===== config.mk =====
export PLATFORM = sky130hd
export DESIGN_NAME = count_bcd_display
export DESIGN_NICKNAME = d
export VERILOG_FILES = /design/src/rtl/count_disp_pkg.sv /design/src/rtl/count_bcd_display_seg7_decode.sv /design/src/rtl/count_bcd_display.sv
export SDC_FILE = /design/constraint.sdc
export NUM_CORES = 1
export LEC_CHECK = 0
export ABC_CLOCK_PERIOD_IN_PS = 2750
export CORE_ASPECT_RATIO = 0.8
export CORE_MARGIN = 5
export CORE_UTILIZATION = 31
export CTS_BUF_LIST = sky130_fd_sc_hd__clkbuf_8
export DETAILED_ROUTE_END_ITERATION = 16
export PLACE_DENSITY = 0.52
export SYNTH_ARGS = -nofsm -noshare
export SYNTH_HDL_FRONTEND = slang
export SYNTH_HIERARCHICAL = 1
export SYNTH_SLANG_ARGS = --single-unit
export TNS_END_PERCENT = 50

===== constraint.sdc =====
create_clock -name clk -period 2.75 [get_ports clk]
set_input_delay 0.4125 -clock clk [delete_from_list [all_inputs] [get_ports clk]]
set_output_delay 0.4125 -clock clk [all_outputs]
set_load 0.01 [all_outputs]

===== src/rtl/count_disp_pkg.sv =====
// Shared types and constants for the BCD conversion / seven-segment display block.
package count_disp_pkg;

  typedef enum logic [1:0] {IDLE, SHIFT, DONE} state_t;

  localparam int NUM_DIGITS = 3;

  // Active-high patterns, {a,b,c,d,e,f,g}
  localparam logic [6:0] SEG_0     = 7'b1111110;
  localparam logic [6:0] SEG_1     = 7'b0110000;
  localparam logic [6:0] SEG_2     = 7'b1101101;
  localparam logic [6:0] SEG_3     = 7'b1111001;
  localparam logic [6:0] SEG_4     = 7'b0110011;
  localparam logic [6:0] SEG_5     = 7'b1011011;
  localparam logic [6:0] SEG_6     = 7'b1011111;
  localparam logic [6:0] SEG_7     = 7'b1110000;
  localparam logic [6:0] SEG_8     = 7'b1111111;
  localparam logic [6:0] SEG_9     = 7'b1111011;
  localparam logic [6:0] SEG_BLANK = 7'b0000000;

  // Double-dabble correction: any nibble >= 5 gets +3 before the shift
  function automatic logic [11:0] add3(input logic [11:0] s);
    logic [11:0] r;
    for (int i = 0; i < NUM_DIGITS; i++)
      r[4*i +: 4] = (s[4*i +: 4] >= 4'd5) ? s[4*i +: 4] + 4'd3 : s[4*i +: 4];
    return r;
  endfunction

endpackage


===== src/rtl/count_bcd_display_seg7_decode.sv =====
// Single-digit seven-segment decoder, active-high; blank forces all segments off.
module seg7_decode
  import count_disp_pkg::*;
(
  input  logic [3:0] digit,
  input  logic       blank,
  output logic [6:0] pattern
);

  always_comb begin
    pattern = SEG_BLANK;
    if (!blank) begin
      case (digit)
        4'd0:    pattern = SEG_0;
        4'd1:    pattern = SEG_1;
        4'd2:    pattern = SEG_2;
        4'd3:    pattern = SEG_3;
        4'd4:    pattern = SEG_4;
        4'd5:    pattern = SEG_5;
        4'd6:    pattern = SEG_6;
        4'd7:    pattern = SEG_7;
        4'd8:    pattern = SEG_8;
        4'd9:    pattern = SEG_9;
        default: pattern = SEG_BLANK;
      endcase
    end
  end

endmodule


===== src/rtl/count_bcd_display.sv =====
// Samples the counter value, converts it to BCD serially, and drives a
// multiplexed 3-digit seven-segment display with leading-zero blanking.
module count_bcd_display
  import count_disp_pkg::*;
#(
  parameter int REFRESH_DIV    = 1000,
  parameter bit SEG_ACTIVE_LOW = 1'b1
) (
  input  logic        clk,
  input  logic        rst,
  input  logic [7:0]  count,
  input  logic        sample,
  output logic        busy,
  output logic [11:0] bcd,
  output logic        bcd_valid,
  output logic [6:0]  seg,
  output logic [2:0]  an
);

  localparam int RW = (REFRESH_DIV > 1) ? $clog2(REFRESH_DIV) : 1;

  state_t      state;
  logic [7:0]  bin;
  logic [11:0] scratch;
  logic [11:0] adj;
  logic [2:0]  iter;

  assign adj  = add3(scratch);
  assign busy = (state != IDLE);

  always_ff @(posedge clk) begin
    if (!rst) begin
      state     <= IDLE;
      bin       <= '0;
      scratch   <= '0;
      iter      <= '0;
      bcd       <= '0;
      bcd_valid <= 1'b0;
    end else begin
      bcd_valid <= 1'b0;
      case (state)
        IDLE: if (sample) begin
          bin     <= count;
          scratch <= '0;
          iter    <= '0;
          state   <= SHIFT;
        end
        SHIFT: begin
          {scratch, bin} <= {adj[10:0], bin, 1'b0};
          iter           <= iter + 3'd1;
          if (iter == 3'd7) state <= DONE;
        end
        DONE: begin
          bcd       <= scratch;
          bcd_valid <= 1'b1;
          state     <= IDLE;
        end
        default: state <= IDLE;
      endcase
    end
  end

  // Refresh phase runs freely; conversions never disturb it
  logic [RW-1:0] rcnt;
  logic [1:0]    dsel;

  always_ff @(posedge clk) begin
    if (!rst) begin
      rcnt <= '0;
      dsel <= '0;
    end else if (rcnt == RW'(REFRESH_DIV - 1)) begin
      rcnt <= '0;
      dsel <= (dsel == 2'd2) ? 2'd0 : dsel + 2'd1;
    end else begin
      rcnt <= rcnt + RW'(1);
    end
  end

  logic [NUM_DIGITS-1:0]      blank;
  logic [NUM_DIGITS-1:0][6:0] pats;

  always_comb begin
    blank    = '0;
    blank[2] = (bcd[11:8] == 4'd0);
    blank[1] = (bcd[11:8] == 4'd0) && (bcd[7:4] == 4'd0);
  end

  for (genvar g = 0; g < NUM_DIGITS; g++) begin : g_dec
    seg7_decode u_dec (
      .digit   (bcd[4*g +: 4]),
      .blank   (blank[g]),
      .pattern (pats[g])
    );
  end

  logic [6:0] seg_hi;
  logic [2:0] an_hi;

  always_comb begin
    case (dsel)
      2'd1:    begin seg_hi = pats[1]; an_hi = 3'b010; end
      2'd2:    begin seg_hi = pats[2]; an_hi = 3'b100; end
      default: begin seg_hi = pats[0]; an_hi = 3'b001; end
    endcase
  end

  assign seg = SEG_ACTIVE_LOW ? ~seg_hi : seg_hi;
  assign an  = SEG_ACTIVE_LOW ? ~an_hi  : an_hi;

endmodule


==> impl_metrics.tcl, run 1 <==
set metrics [dict create \
    synth_edf_count 0 \
    syn-cell-area_um2 3200 \
    power.density_nw_per_um2 368 \
    cts_root_buf "clkbuf_8" \
    skew_ps 15.1 \
    die_width_um 124 \
    syn_inst 396 \
    top_usage_layer "met2" \
    layout.nets 476 \
    status "completed" \
    min_period_ps 2650 \
    wl_per_cell_um 12.8 \
    crit_fanout 8 \
    cts_max_path_buffers 2 \
    grt_setup_unrepaired "yes" \
    drt_iter0_markers 158 \
    grt_pass1_vias 2685 \
    synth_sequential_area_ratio_pct 31.3 \
    irDropWorstVdd_mv 0.190 \
    ant_nets 0 \
    critPathMaxStageDelay_ps 340 \
    yosysWarningCount 6 \
    worstSetupPathType "reg2out" \
    cp-start-kind "register" \
    leakagePower_nw 1.32 \
    grt_max_degree 25 \
    relSlewSlack_pct 51.0 \
    drc_errors 0 \
    finalHoldViolCount 0 \
    setup_viol 0 \
    critical_path_arrival_ps 2230 \
    ys_seq_elements 50 \
    synthTopCellsByArea "dfxtp_1 (31%), ha_1 (11%), a21oi_1 (5.2%)" \
    fmax_mhz 378 \
    cts_tree "done" \
    totalWireLength_um 7380 \
    diodes 0 \
    avgSynthCellArea_um2 8.07 \
    rr_worst_depth 3 \
    critPathCaptureType "primary output" \
    grtUsageMet2_pct 19.7 \
    min_path_type "reg2reg" \
    gp_congestion 0.834 \
    clkTransAtPathRegs_ps 90 \
    synth_top_cells_by_count "dfxtp_1 (50), nand2_1 (40), a21oi_1 (33)" \
    fin_ws_ps 104 \
    cts_hold_buf 0 \
    final_cells 578 \
    drive_above_1_share_pct 9.36 \
    async_reset_ff_share_pct 0 \
    pre_cts_ws_ps 217 \
    via_count 2820 \
    io_pins 35 \
    grt_antenna_before_repair 0 \
    die_y_um 101 \
    whs_path_depth 1 \
    coreArea_um2 10200 \
    die_area_um2 12500 \
    grt-ovfl-total 0 \
    clkSinkCount 50 \
    grt_use_met3_pct 2.30 \
    cts_buffers 5 \
    cap_viol_max_count 0 \
    path_cells "buf_4, inv_1, ha_1, or2_0, a21o_1, o31ai_1, a22oi_1, nand2_1, o21ai_0, dlygate4sd2_1" \
    dp_cells 567 \
    dp.final_hpwl_um 5450 \
    synth_most_common_cell "dfxtp_1" \
    start_util_pct 31.5 \
    yosys.area.top_type "dfxtp_1" \
    post-route-period-util_pct 96.2 \
    critical-path-slowest-cell "dfxtp_1" \
    portBuffers 34 \
    htree_levels 2 \
    synthFlopType "dfxtp_1" \
    grt_usage_pct 12.1 \
    rows 33 \
    yosys.area.top_type_share_pct 31.3 \
    syn2layout_area_growth_pct 20.4 \
    clk_latency_ps 310 \
    ys_types 49 \
    grt_pass1_wl_um 12400 \
    crit_required_ps 2340 \
    slew_violations 0 \
    tightest_slew_ps 734 \
    grt_util_met1_pct 16.6 \
    dr.pass1.iters 4 \
    avgViaCountPerCell 4.88 \
]
-- path summary, 6_finish.rpt --
check	from	end	slack, ps
worst max register to register	state[1]	bcd[6]	1020
worst min register to register	rcnt[0]	rcnt[0]	470
worst max-delay path	bcd[9]	seg[6]	100
worst min-delay path	rcnt[0]	rcnt[0]	470
-- worst max-delay path, delay by kind of cell (launching register included) --
kind	cells	cell delay (ps)
buffers and inverters	3	560
and+or+nand+nor	2	310
adders and majority gates	1	180
AOI/OAI and AO/OA	4	550
DFF	1	340
-- repair_timing --
item                                    4_1_cts  5_1_grt
endpoints found under the hold margin         0        0
setup buffers                                 0        3
gates resized for setup                       8        0
endpoints found under the setup margin        7        2
-- cells in the final DEF, fill, tap and decap left out, types with 4 or more instances in the layout --
| cell | synthesis | routed |
|---|---|---|
| nor2b_1 | 14 | 14 |
| a22oi_1 | 10 | 10 |
| o22ai_1 | 9 | 9 |
| buf_4 | 0 | 16 |
| o221a_2 | 7 | 7 |
| nand2b_1 | 16 | 16 |
| conb_1 | 1 | 8 |
| nand2_1 | 40 | 40 |
| nand3_1 | 17 | 17 |
| or2_1 | 6 | 6 |
| mux2i_1 | 6 | 6 |
| inv_1 | 21 | 22 |
| xor2_1 | 4 | 4 |
| or2_2 | 4 | 4 |
| a21oi_1 | 33 | 33 |
| nor2_1 | 28 | 28 |
| clkbuf_8 | 0 | 5 |
| o21ai_0 | 14 | 14 |
| dfxtp_1 | 50 | 49 |
| o211ai_1 | 10 | 10 |
| o31ai_1 | 6 | 6 |
| xnor2_1 | 4 | 4 |
| clkdlybuf4s50_1 | 0 | 27 |
| ha_1 | 28 | 28 |
| a2111o_1 | 6 | 6 |
| dlygate4sd2_1 | 0 | 7 |
-- report_power, final --
group          internal (mW)  switching (mW)
Clock                  0.268           0.247
Combinational         0.0656          0.0723
Sequential             0.746          0.0173
Total                   1.08           0.336
-- registers in the layout, indices dropped and copies added, names as in the netlist --
signal     cells
rcnt          10
bin            8
iter           3
scratch       12
dsel           2
state          2
bcd_valid      1
bcd           12
-- kinds of logic after synthesis --
kind of cell / Yosys count / synth area share [%]
other: 1 / 0.117
AO/OA/AOI/OAI: 106 / 22.2
AND/OR/NAND/NOR: 152 / 25.1
XOR/XNOR: 8 / 2.19
buffers and inverters: 45 / 6.15
multiplexers: 6 / 1.88
adder cells (fa/ha/maj): 28 / 11.0
flip-flops: 50 / 31.3
-- area by class of cell --
type | count | area, µm²
sequential | 50 | 1000
inverter | 22 | 82.6
tap | 140 | 175
clock inverter | 3 | 41.3
timing repair buffer | 50 | 452
clock buffer | 5 | 68.8
multi-input combinational | 308 | 2020
fill | 1093 | 6310
-- layer usage --
metal	up-vias	routed length, µm
met3	8	257
met5	-	0
li1	1463	-
met1	1303	3690
met4	0	59
met2	46	3370
-- per-stage QoR --
step	power, mW	instance area (µm²)	util [%]	setup TNS [ps]	hold slack, ps
5_1_grt	1.48	3850	37.9	-64.3	487
6_report	1.42	3850	37.9	0	466
3_5_place_dp	0.922	3720	36.6	0	449
4_1_cts	1.43	3820	37.6	0	470
3_3_place_gp	0.920	3720	36.6	0	445
2_1_floorplan	0.869	3220	-	0	429
No activity file was read; power rests on OpenSTA's default activity.
==> run 2, diff against run 1 <==
Settings changed: CORE_MARGIN 5 to 2.
==> run 2 against run 1 <==
Highest routed layer unchanged. Register-to-register slack worse by 40 ps. Critical path type unchanged. Sequential share of layout area is essentially flat. Maximum frequency grew 0.46%. Non-clock buffer count is 1 lower. Hold slack better by 1.6 ps. Combinational power about the same. Power rose by 0.19%.
==> impl_metrics.tcl, run 2 (synthesis results as in run 1) <==
set metrics [dict create \
    top_regs "bcd x12, scratch x12, rcnt x10" \
    wl_per_cell_um 12.2 \
    postCtsSetupBuffers 0 \
    totalWireLength_um 7040 \
    post-route-period-util_pct 95.8 \
    critPathMaxStageDelay_ps 360 \
    grt_usage_pct 13.0 \
    final_cell_mix "dfxtp_1 (49), nand2_1 (40), a21oi_1 (33)" \
    final_cells 577 \
    clkTransAtPathRegs_ps 90 \
    drive_above_1_share_pct 9.84 \
    critPathCaptureType "primary output" \
    skew_ps 11.5 \
    grt_pass1_vias 2533 \
    portBuffers 34 \
    critical_path_arrival_ps 2220 \
    htree_levels 2 \
    crit_required_ps 2340 \
    cp-start-kind "register" \
    die_y_um 94.8 \
    relSlewSlack_pct 48.8 \
    die_area_um2 11100 \
    drc_errors 0 \
    crit_fanout 8 \
    grt_antenna_before_repair 0 \
    layout.nets 475 \
    min_period_ps 2630 \
    finalHoldViolCount 0 \
    grt_pass1_wl_um 12000 \
    grt_max_degree 20 \
    dr.pass1.iters 4 \
    irDropWorstVdd_mv 0.243 \
    leakagePower_nw 1.32 \
    gp_congestion 0.785 \
    grt-ovfl-total 0 \
    dp.final_hpwl_um 5330 \
    rows 33 \
    syn2layout_area_growth_pct 20.2 \
    status "completed" \
    fmax_mhz 380 \
    cts_max_path_buffers 2 \
    slew_violations 0 \
    dp_cells 569 \
    ant_nets 0 \
    clkSinkCount 50 \
    grt_setup_unrepaired "yes" \
    io_pins 35 \
    final_common_cell "dfxtp_1" \
    cts_hold_buf 0 \
    critPathBufInv 3 \
    critPathTopFamily "buffers and inverters" \
    die_width_um 118 \
    cts_tree "done" \
    coreArea_um2 10200 \
    fin_setup_tns_ps 0 \
    pre_cts_ws_ps 233 \
    worstSetupPathType "reg2out" \
    clk_latency_ps 310 \
    num-fill-cells 1090 \
    drt_iter0_markers 110 \
    min_path_type "reg2reg" \
    cts_buffers 5 \
    power.density_nw_per_um2 369 \
    setup_viol 0 \
    fin_ws_ps 116 \
    diodes 0 \
    cap_viol_max_count 0 \
    start_util_pct 31.5 \
    path_cells "buf_4, inv_1, ha_1, or2_0, a21o_1, o31ai_1, a22oi_1, nand2_1, o21ai_0, dlygate4sd2_1" \
    avgViaCountPerCell 4.86 \
    critical-path-slowest-cell "dfxtp_1" \
    cts_root_buf "clkbuf_8" \
    tightest_slew_ps 766 \
    via_count 2805 \
]
[run 2: power breakdown]
| group | switching [mW] | internal (mW) |
|---|---|---|
| registers | 0.0194 | 0.746 |
| clock network | 0.250 | 0.268 |
| logic | 0.0691 | 0.0664 |
[run 2: worst reg2reg max path, stage by stage (launching register included)]
cell	delay [ps]
dfxtp_1	550
buf_4	270
nand3b_1	320
or2_2	390
o211ai_1	150
[run 2: repair_timing]
action / 4_1_cts / 5_1_grt
gates resized for setup: 8 / 3
setup endpoints to repair: 7 / 3
pin swaps: 0 / 0
[run 2: layout make-up]
type                       instances  area [µm²]  share of cell area (%)
clock buffer                       5        68.8                    1.79
clock inverter                     3        40.0                    1.04
inverter                          22        82.6                    2.15
multi-input combinational        308        2030                    52.9
sequential                        50        1000                    26.1
tap                              140         175                    4.56
timing repair buffer              49         440                    11.5
[run 2: metal layers]
| metal | wire length [µm] | GRT usage [%] | share of wire (%) |
|---|---|---|---|
| met1 | 3760 | 18.2 | 53 |
| met2 | 3050 | 20.6 | 43 |
| met3 | 191 | 2.90 | 2.7 |
| met4 | 36 | 2.41 | 0.51 |
| met5 | 0 | 0 | 0 |
[run 2: path summary, 6_finish.rpt]
kind                              endpoint  slack [ps]  cells past startpoint      from
worst max-delay path                seg[6]         120                     10    bcd[9]
worst min-delay path               rcnt[0]         470                      1   rcnt[0]
worst min register to register     rcnt[0]         470                      1   rcnt[0]
worst max register to register  scratch[2]         980                      4  state[0]
[run 2: through the flow]
step / hold WS, ps / area (µm²) / power, mW / util [%]
2_1_floorplan: 429 / 3220 / 0.869 / -
3_3_place_gp: 437 / 3740 / 0.920 / 36.8
3_5_place_dp: 455 / 3740 / 0.922 / 36.8
4_1_cts: 477 / 3840 / 1.44 / 37.8
5_1_grt: 502 / 3840 / 1.48 / 37.8
6_report: 467 / 3840 / 1.42 / 37.8
==> run 3, diff against run 2 <==
Settings changed: SETUP_SLACK_MARGIN set to 0.1.
==> run 3 against run 2 <==
Maximum frequency rose by 3.9%. Sequential share of layout area barely moved. Global-route usage did not move.
==> impl_metrics.tcl, run 3 (synthesis results as in run 1) <==
set metrics [dict create \
    grt_usage_pct 13.0 \
    whs_ps 467 \
    critical-path-slowest-cell "dfxtp_1" \
    top_regs "bcd x12, scratch x12, rcnt x10" \
    irDropWorstVdd_mv 0.243 \
    fin_setup_tns_ps 0 \
    diodes 0 \
    dr.pass1.iters 4 \
    layout.nets 477 \
    fmax_mhz 394 \
    drc_errors 0 \
    tightest_slew_ps 762 \
    cts_tree "done" \
    grt_antenna_before_repair 0 \
    final_util_pct 37.9 \
    status "completed" \
    grt_pass1_vias 2533 \
    syn2layout_area_growth_pct 20.4 \
    power.density_nw_per_um2 368 \
    die_area_um2 11100 \
    dp.final_hpwl_um 5330 \
    gp_congestion 0.785 \
    die_y_um 94.8 \
    min_period_ps 2540 \
    grt_max_degree 20 \
    ant_nets 0 \
    skew_ps 11.5 \
    cp-start-kind "register" \
    post-route-period-util_pct 92.2 \
    die_width_um 118 \
    setup_viol 0 \
    clkSinkCount 50 \
    crit_required_ps 2340 \
    grt_pass1_wl_um 12000 \
    via_count 2806 \
    cts_root_buf "clkbuf_8" \
    final_cell_mix "dfxtp_1 (48), nand2_1 (40), a21oi_1 (33)" \
    crit_fanout 5 \
    min_path_type "reg2reg" \
    path_cells "buf_4, inv_1, ha_1, nor2b_1, o22ai_1, nor2b_1, a22oi_1, nand2_1, o21ai_0, dlygate4sd2_1" \
    critPathCaptureType "primary output" \
    wl_per_cell_um 12.3 \
    clk_latency_ps 310 \
    grt-ovfl-total 0 \
    grt_setup_unrepaired "yes" \
    slew_violations 0 \
    final_common_cell "dfxtp_1" \
    leakagePower_nw 1.33 \
    coreArea_um2 10200 \
    drive_above_1_share_pct 10.9 \
    rows 33 \
    cts_hold_buf 0 \
    drt_iter0_markers 121 \
    clkTransAtPathRegs_ps 90 \
    io_pins 35 \
    relSlewSlack_pct 49.1 \
    critical_path_arrival_ps 2120 \
    cap_viol_max_count 0 \
    worstSetupPathType "reg2out" \
    htree_levels 2 \
    totalWireLength_um 7110 \
    cts_max_path_buffers 2 \
    power_mw 1.42 \
    critPathMaxStageDelay_ps 360 \
    start_util_pct 31.5 \
    cts_buffers 5 \
    crit_top_cell "nor2b_1" \
    finalHoldViolCount 0 \
    portBuffers 34 \
    avgViaCountPerCell 4.85 \
]
## run 3: cell types whose count changed in the layout (fill, tap and decap cells not counted)
cell           delta
dfxtp_1           -1
buf_4             +2
clkbuf_2          +2
dlygate4sd2_1     -2
dfxtp_2           +1
## run 3: what timing repair did
action / CTS / global route
setup endpoints to repair: 7 / 7
buffers inserted: 0 / 2
pin swaps: 0 / 1
gates resized for setup: 8 / 9
## run 3: critical path: cells and delay by family, from the launching register on
family / cells / cell delay (ps)
buf+inv: 3 / 520
simple gates: 3 / 380
flops: 1 / 360
compound gates: 3 / 350
fa+ha+maj: 1 / 210
## run 3: area by class of cell
| cell class | instances | area (µm²) |
|---|---|---|
| clock buffers | 5 | 68.8 |
| clock inverters | 3 | 40.0 |
| fillers | 1092 | 6310 |
| inverters | 22 | 82.6 |
| multi-input cells | 308 | 2030 |
| flip-flops and latches | 50 | 1000 |
| well taps | 140 | 175 |
| repair buffers | 51 | 448 |
## run 3: stage by stage
stage,worst slack [ps],instances,area [µm²]
floorplan,243,403,3220
global placement,255,569,3740
detailed placement,233,569,3740
CTS,134,577,3840
global route,58.4,579,3850
finish,214,579,3850
## run 3: where the power goes
part / switching (mW) / internal, mW / leakage, nW / total (mW)
logic: 0.0692 / 0.0660 / 0.864 / 0.135
clock network: 0.249 / 0.268 / 0.0579 / 0.517
registers: 0.0194 / 0.746 / 0.407 / 0.765
## run 3: metal layers
metal	routed length (µm)	vias up	global-route usage (%)	part of all wire, %
met2	3080	21	20.6	43
met4	36	0	2.41	0.51
met3	166	5	2.90	2.3
li1	-	1465	-	-
met1	3820	1315	18.2	54
met5	0	-	0	0
## run 3: final timing paths
| check | startpoint | end | slack, ps | cells past startpoint |
|---|---|---|---|---|
| worst max-delay path | bcd[8] | seg[4] | 210 | 10 |
| worst min-delay path | rcnt[0] | rcnt[0] | 470 | 1 |
| worst max register to register | state[0] | scratch[2] | 970 | 4 |
| worst min register to register | rcnt[0] | rcnt[0] | 470 | 1 |
